File: src/rtl/adc_capture_ctrl_pkg.sv
// Shared definitions for the ADC capture path: buffer geometry and the
// capture state encoding used by the write-side controller.
package adc_capture_ctrl_pkg;

    localparam int ND_ADC      = 14;   // AD9244 sample width
    localparam int NA_ADC      = 8;    // ADC RAM address width
    localparam int N_DEPTH_ADC = 256;  // frame length, equals 2**NA_ADC
    localparam int DW_DECIM    = 16;   // decimation register width

    typedef enum logic [1:0] {
        CAP_IDLE = 2'd0,
        CAP_RUN  = 2'd1,
        CAP_DONE = 2'd2
    } cap_state_t;

endpackage

File: src/rtl/adc_pace_div.sv
// Reloadable down-counter that paces the sample writes. The tick is high
// while enabled and the count has reached zero; the parent reloads it on
// every tick so writes land every (reload value + 1) cycles.
module adc_pace_div #(
    parameter int DW = 16
) (
    input  logic          clk,
    input  logic          rst_n,
    input  logic          load,
    input  logic [DW-1:0] load_val,
    input  logic          en,
    output logic          tick
);

    logic [DW-1:0] cnt;

    assign tick = en && (cnt == '0);

    // Load has priority; otherwise count down toward zero while enabled.
    // NOTE: sequential state uses non-blocking assignments so every flop
    // samples the pre-edge values regardless of statement order.
    always_ff @(posedge clk or negedge rst_n) begin
        if (!rst_n) begin
            cnt <= '0;
        end else if (load) begin
            cnt <= load_val;
        end else if (en && (cnt != '0)) begin
            cnt <= cnt - DW'(1);
        end
    end

endmodule

File: src/rtl/adc_capture_ctrl.sv
// Write-side controller for the ADC sample buffer: registers the AD9244
// bus, writes one frame of DEPTH samples at a decimated rate, then holds
// done until the next start or an abort.
module adc_capture_ctrl
    import adc_capture_ctrl_pkg::*;
#(
    parameter int ND    = ND_ADC,
    parameter int NA    = NA_ADC,
    parameter int DEPTH = N_DEPTH_ADC,
    parameter int DW    = DW_DECIM
) (
    input  logic          clk,
    input  logic          rst_n,
    input  logic          start,
    input  logic          abort,
    input  logic [DW-1:0] decim,
    input  logic [ND-1:0] adc_data,
    input  logic          adc_otr,
    output logic          wr_en,
    output logic [NA-1:0] wr_addr,
    output logic [ND-1:0] wr_data,
    output logic          busy,
    output logic          done,
    output logic          ovr_flag,
    output logic [NA:0]   sample_cnt
);

    cap_state_t    state, state_next;
    logic [ND-1:0] adc_q;
    logic          otr_q;
    logic [DW-1:0] d_lat;
    logic          start_go;
    logic          pace_en;
    logic          tick;
    logic          frame_full;

    // The last write has been registered once the count reaches DEPTH; the
    // state moves to DONE one edge later, together with wr_en dropping.
    assign frame_full = (sample_cnt == (NA+1)'(DEPTH));

    assign busy = (state == CAP_RUN);
    assign done = (state == CAP_DONE);

    adc_pace_div #(.DW(DW)) u_pace (
        .clk      (clk),
        .rst_n    (rst_n),
        .load     (start_go || tick),
        .load_val (start_go ? '0 : d_lat),
        .en       (pace_en),
        .tick     (tick)
    );

    // State register.
    always_ff @(posedge clk or negedge rst_n) begin
        if (!rst_n) begin
            state <= CAP_IDLE;
        end else begin
            state <= state_next;
        end
    end

    // Next-state decode; abort wins over start, start is ignored mid-frame.
    // NOTE: every output of this block gets a default first, so no path
    // through the case leaves a signal unassigned and no latch is inferred.
    always_comb begin
        state_next = state;
        start_go   = 1'b0;
        pace_en    = 1'b0;
        unique case (state)
            CAP_IDLE: begin
                if (start && !abort) begin
                    start_go   = 1'b1;
                    state_next = CAP_RUN;
                end
            end
            CAP_RUN: begin
                if (abort) begin
                    state_next = CAP_IDLE;
                end else if (frame_full) begin
                    state_next = CAP_DONE;
                end else begin
                    pace_en = 1'b1;
                end
            end
            CAP_DONE: begin
                if (abort) begin
                    state_next = CAP_IDLE;
                end else if (start) begin
                    start_go   = 1'b1;
                    state_next = CAP_RUN;
                end
            end
            default: state_next = CAP_IDLE;
        endcase
    end

    // Input register, frame setup on start, and one RAM write per tick.
    always_ff @(posedge clk or negedge rst_n) begin
        if (!rst_n) begin
            adc_q      <= '0;
            otr_q      <= 1'b0;
            d_lat      <= '0;
            wr_en      <= 1'b0;
            wr_addr    <= '0;
            wr_data    <= '0;
            sample_cnt <= '0;
            ovr_flag   <= 1'b0;
        end else begin
            adc_q <= adc_data;
            otr_q <= adc_otr;
            wr_en <= tick;
            if (start_go) begin
                d_lat      <= decim;
                wr_addr    <= '0;
                sample_cnt <= '0;
                ovr_flag   <= 1'b0;
            end else if (tick) begin
                wr_addr    <= sample_cnt[NA-1:0];
                wr_data    <= adc_q;
                sample_cnt <= sample_cnt + (NA+1)'(1);
                if (otr_q) begin
                    ovr_flag <= 1'b1;
                end
            end
        end
    end

endmodule

File: config.mk
export PLATFORM = sky130hd
export DESIGN_NAME = adc_capture_ctrl
export DESIGN_NICKNAME = d
export VERILOG_FILES = /design/src/rtl/adc_capture_ctrl_pkg.sv /design/src/rtl/adc_pace_div.sv /design/src/rtl/adc_capture_ctrl.sv
export SDC_FILE = /design/constraint.sdc
export NUM_CORES = 1
export LEC_CHECK = 0
export CAP_MARGIN = 20
export CORE_MARGIN = 2
export CORE_UTILIZATION = 52
export DETAILED_ROUTE_END_ITERATION = 16
export GPL_ROUTABILITY_DRIVEN = 0
export PLACE_DENSITY = 0.83
export SETUP_SLACK_MARGIN = 0.05
export SYNTH_ARGS = -nofsm -noshare
export SYNTH_HDL_FRONTEND = slang
export SYNTH_HIERARCHICAL = 1
export SYNTH_SLANG_ARGS = --single-unit
export TNS_END_PERCENT = 20
File: constraint.sdc
create_clock -name clk -period 4.1 [get_ports clk]
set_clock_uncertainty 0.2 [all_clocks]
set_input_delay 1.23 -clock clk [delete_from_list [all_inputs] [get_ports clk]]
set_output_delay 1.23 -clock clk [all_outputs]
set_load 0.02 [all_outputs]
# Word-level counts from Yosys, hierarchy flattened
# Index checks and enable logic that the tools add are counted.
# classes
add_sub_neg	2
eq_ne	6
n_mux	23
bitwise_logic	1
n_reduce_logical	14
# ops
operator	n
two-way mux 16 bit	3
two-way mux 9 bit	2
zero test 16 bit	1
two-way mux 8 bit	2
nonzero test 16 bit	1
subtractor 16 x 1 -> 16 bit (second input constant)	1
two-way mux 2 bit	5
adder 9 x 1 -> 9 bit (second input constant)	1
equality test 9 bit (second input constant)	1
two-way mux 1 bit	9
one-hot mux 2 bit (3 select lines)	1
nonzero test 2 bit	3
AND reduction 2 bit	2
logical AND 1 bit	3
inequality test 3 x 2 -> 1 bit (second input constant)	1
inequality test 3 bit (second input constant)	1
AND reduction 3 bit	1
equality test 2 x 1 -> 1 bit (second input constant)	1
equality test 2 bit (second input constant)	1
zero test 2 bit	1
inequality test 2 bit (second input constant)	1
one-hot mux 1 bit (2 select lines)	1
zero test 1 bit	1
logical OR 1 bit	1
inverter 1 bit	1
# word_totals
ff_bits	82
in_bits	35
wordCells	56

# Longest topological paths before layout
# logic_depth
word_depth	7
mapped_depth	15

# Modules after synthesis
# The synthesis kept the hierarchy.
# by_module_without_submodules
mod	n_inst	cells_each	area_each_um2	seq_area_each_um2
adc_capture_ctrl	1	187	2608.8	1651.6
adc_pace_div	1	116	1049.8	400.4

# Least setup slack after synthesis
# Ideal clock, no wire load.
# synth_path
kind	input to register
startpoint	in abort
endpoint	reg u_pace.cnt[10]
setup_time_ns	0.141
t_arrival_ns	3.688
required_time_ns	3.759
path_slack_ns	0.071
stages	12
path_buffers	4
path_cell_list	or3b_2 > nor2_1 > nand4_1 > nor2_1 > buf_4 > buf_2 > or2b_1 > clkbuf_1 > inv_1 > clkbuf_1 > nor2_1 > a31oi_1
# synth_via
elab_cells_between_ends	13
classes_between	mux: 7; reduce/logical: 6
# synth_lines
item	line	source
from (decl)	adc_capture_ctrl.sv:15	input logic abort,
two-way mux 1 bit *	adc_capture_ctrl.sv:77	if (abort) begin
two-way mux 1 bit *	adc_capture_ctrl.sv:69	unique case (state)
named net pace_en	adc_capture_ctrl.sv:33	logic pace_en;
logical AND 1 bit *	adc_pace_div.sv:17	assign tick = en && (cnt == '0);
named net tick	adc_capture_ctrl.sv:34	logic tick;
logical OR 1 bit *	adc_capture_ctrl.sv:47	.load (start_go || tick),
two-way mux 16 bit or nonzero test 2 bit (tied branches)	--	
to (signal assigned)	adc_pace_div.sv:26	cnt <= load_val;
to (signal assigned)	adc_pace_div.sv:28	cnt <= cnt - DW'(1);
to (decl)	adc_pace_div.sv:15	logic [DW-1:0] cnt;
# Mark *: on every way through the listed nets, which the timed path passes. The rest lies on a longest branch.
# A chain may end at the register's enable or synchronous reset.

# Worst setup path in the final report
# layout_path
startpoint	in abort
endpoint	reg u_pace.cnt[1]
# Same word-level chain as after synthesis.

==> impl_metrics.tcl <==
set metrics [dict create \
    status "finished clean" \
    min_period_over_period_pct 90.7 \
    dr.pass1.iters 4 \
    post-place-ws_ns 0.0612 \
    grt_pass1_vias 2700 \
    rows 30 \
    path_cells "clkdlybuf4s50_1 > or3b_2 > nor2_1 > nand4_1 > nor2_2 > or2b_1 > inv_1 > mux2_2" \
    setup_viol_count_final 0 \
    diodes 0 \
    drive_above_1_share_pct 17.4 \
    cellPowerDensity_nw_per_um2 402 \
    syn_inst 303 \
    avgSynthCellArea_um2 12.1 \
    combinationalPowerShare_pct 17.5 \
    grt_overflow_total 0 \
    cts_buffer_depth 2 \
    min_period_ns 3.72 \
    synthArstFlopShare_pct 100 \
    p_clk_share_pct 30.0 \
    wl_um 7560 \
    die_w_um 87.9 \
    via_per_inst 5.50 \
    worst_slack_ns 0.382 \
    die-area_um2 7720 \
    drc 0 \
    grt_use_total_pct 20.7 \
    yosysSeqAreaShare_pct 56.1 \
    io_pins 70 \
    dp_hpwl_um 5050 \
    synth_area_leaders "dfrtp_1 (56%), mux2_4 (4.1%), a21o_1 (3.5%)" \
    swShare_pct 30.4 \
    netlist.area_leader.share_pct 56.1 \
    cts_setup_buffers 0 \
    fin_total_pwr_mw 1.87 \
    start_util_pct 53.8 \
    root_buffer "clkbuf_8" \
    synth_edf_count 0 \
    routedWlPerCell_um 15.7 \
    path_max_fanout 23 \
    path_clk_slew_ns 0.09 \
    ys_ff_latch 82 \
    antenna_found_initial 0 \
    p_int_mw 1.30 \
    synth_ff_type "dfrtp_1" \
    die_h_um 87.9 \
    critPathBufInv 2 \
    crit_path_end_kind "flip-flop" \
    tritoncts "yes" \
    worst_pin_slew_ns 0.681 \
    worstPathRequired_ns 4.14 \
    p_leak_nw 2.09 \
    crit_family "simple AND/OR/NAND/NOR gates" \
    critPathKind "in2reg" \
    netlist_area_um2 3660 \
    synth_cell_types 50 \
    yosys.area.top_type "dfrtp_1" \
    finalMaxSlewViolations 0 \
    fill_cells 489 \
    cts_resized 0 \
    max_stage_delay_ns 0.53 \
    drt.antenna.violating_nets 0 \
    num_vias 2642 \
    fmax_mhz 269 \
    setup_tns_ns 0 \
    grt_max_degree 83 \
    core-area_um2 6790 \
    htreeDepth 3 \
    clock-sinks 82 \
    start_kind "input port" \
    worstPathArrival_ns 3.75 \
    netSwitchingPower_mw 0.569 \
    min_path_type "reg2reg" \
    fin_nets 417 \
    port_buffers 69 \
    cts_made_buffers 9 \
    ys_warn_count 6 \
    whs_ns 0.292 \
    cts_hold_buf 0 \
    slew_headroom_pct 54.5 \
    rsz0062_at_grt "false" \
    post-route-util_pct 68.5 \
    clk_latency_ns 0.35 \
    final_hold_viol_count 0 \
    synth_common_cells "dfrtp_1 (82), nor2_1 (33), a21o_1 (17), nand2_1 (12), o21ai_0 (12)" \
    p_seq_share_pct 52.5 \
    syn_nets 341 \
    yosysMostFrequentCell "dfrtp_1" \
    max-vdd-ir-drop_mv 0.318 \
    drtIter0Drc 130 \
    grt_pass1_wl_um 12400 \
    cap_violations 0 \
    critical-path-slowest-cell "or3b_2" \
    area_growth_pct 27.3 \
]
-- layout by cell type, fill, tap and decap left out, types with 2 or more instances in the layout --
| cell type | instances |
|---|---|
| nor2_1 | 32 |
| a31oi_1 | 10 |
| a21o_1 | 17 |
| clkbuf_8 | 9 |
| o21ai_0 | 12 |
| and2_2 | 8 |
| or4_4 | 2 |
| clkdlybuf4s50_1 | 68 |
| o41ai_1 | 2 |
| dfrtp_1 | 82 |
| o31ai_1 | 5 |
| xor2_1 | 3 |
| inv_1 | 7 |
| mux2_2 | 5 |
| nand2b_1 | 2 |
| clkinvlp_4 | 2 |
| nand2_1 | 12 |
| mux2_4 | 10 |
| nand4_1 | 8 |
| nand3_1 | 2 |
| buf_4 | 8 |
| a41oi_1 | 2 |
| inv_6 | 3 |
| or3_1 | 8 |
| and2_4 | 8 |
| or4_1 | 7 |
| nor3_1 | 4 |
| xnor2_1 | 3 |
| mux2i_1 | 10 |
| a21oi_1 | 6 |
| nor2b_1 | 3 |
| ha_1 | 3 |
-- power groups by stage --
stage          clock [mW]  sequential (mW)  combinational, mW
2_1_floorplan           0            0.974              0.224
5_1_grt             0.610            0.996              0.361
3_3_place_gp            0            0.988              0.307
6_report            0.562            0.982              0.326
3_5_place_dp            0            0.994              0.323
4_1_cts             0.575            0.980              0.324
-- stage by stage --
step | std cells | area (um^2)
after global placement | 463 | 4440
after floorplan | 303 | 3660
final | 480 | 4660
after detailed placement | 463 | 4440
after CTS | 479 | 4630
after global routing | 480 | 4660
-- layout make-up --
| cell class | instances | area, um^2 | area share, % |
|---|---|---|---|
| timing repair buffer | 77 | 768 | 16.5 |
| clock buffer | 9 | 124 | 2.66 |
| tap | 96 | 120 | 2.58 |
| multi-input combinational | 202 | 1500 | 32.1 |
| clock inverter | 7 | 68.8 | 1.48 |
| sequential | 82 | 2050 | 44.1 |
| inverter | 7 | 26.3 | 0.564 |
-- final timing paths --
check / slack (ns) / start / end / cells after the start
worst max register to register: 0.97 / sample_cnt[1] / u_pace/cnt[1] / 10
min in group asynchronous: 0.58 / rst_n / adc_q[2] / 1
worst max-delay path: 0.38 / abort / u_pace/cnt[1] / 8
worst min register to register: 0.29 / adc_q[10] / wr_data[10] / 1
max in group asynchronous: 2.55 / rst_n / adc_q[6] / 2
worst min-delay path: 0.29 / adc_q[10] / wr_data[10] / 1
-- cells by family after synthesis --
logic type	count (synthesis)	synth area share, %
and+or+nand+nor	110	18.7
DFF	82	56.1
buffers and inverters	19	3.25
AOI/OAI and AO/OA	58	11.1
muxes	25	8.38
xor gates and xnor gates	6	1.44
adders and majority gates	3	1.03
-- layer usage --
metal  up-vias  global-route usage [%]  wire [um]
li1       1243                       -          -
met1      1296                    25.9       3250
met2        94                    35.0       3800
met3         9                    6.31        425
met4         0                    5.73         82
met5         -                       0          0
-- sequential cells by signal (all words and copies together), names as in the netlist --
signal and count:
otr_q 1, d_lat 16, u_pace/cnt 16, wr_data 14, wr_addr 8, adc_q 14, ovr_flag 1, wr_en 1
sample_cnt 9, state 2
Note: power is estimated with default switching activity, not from simulation.
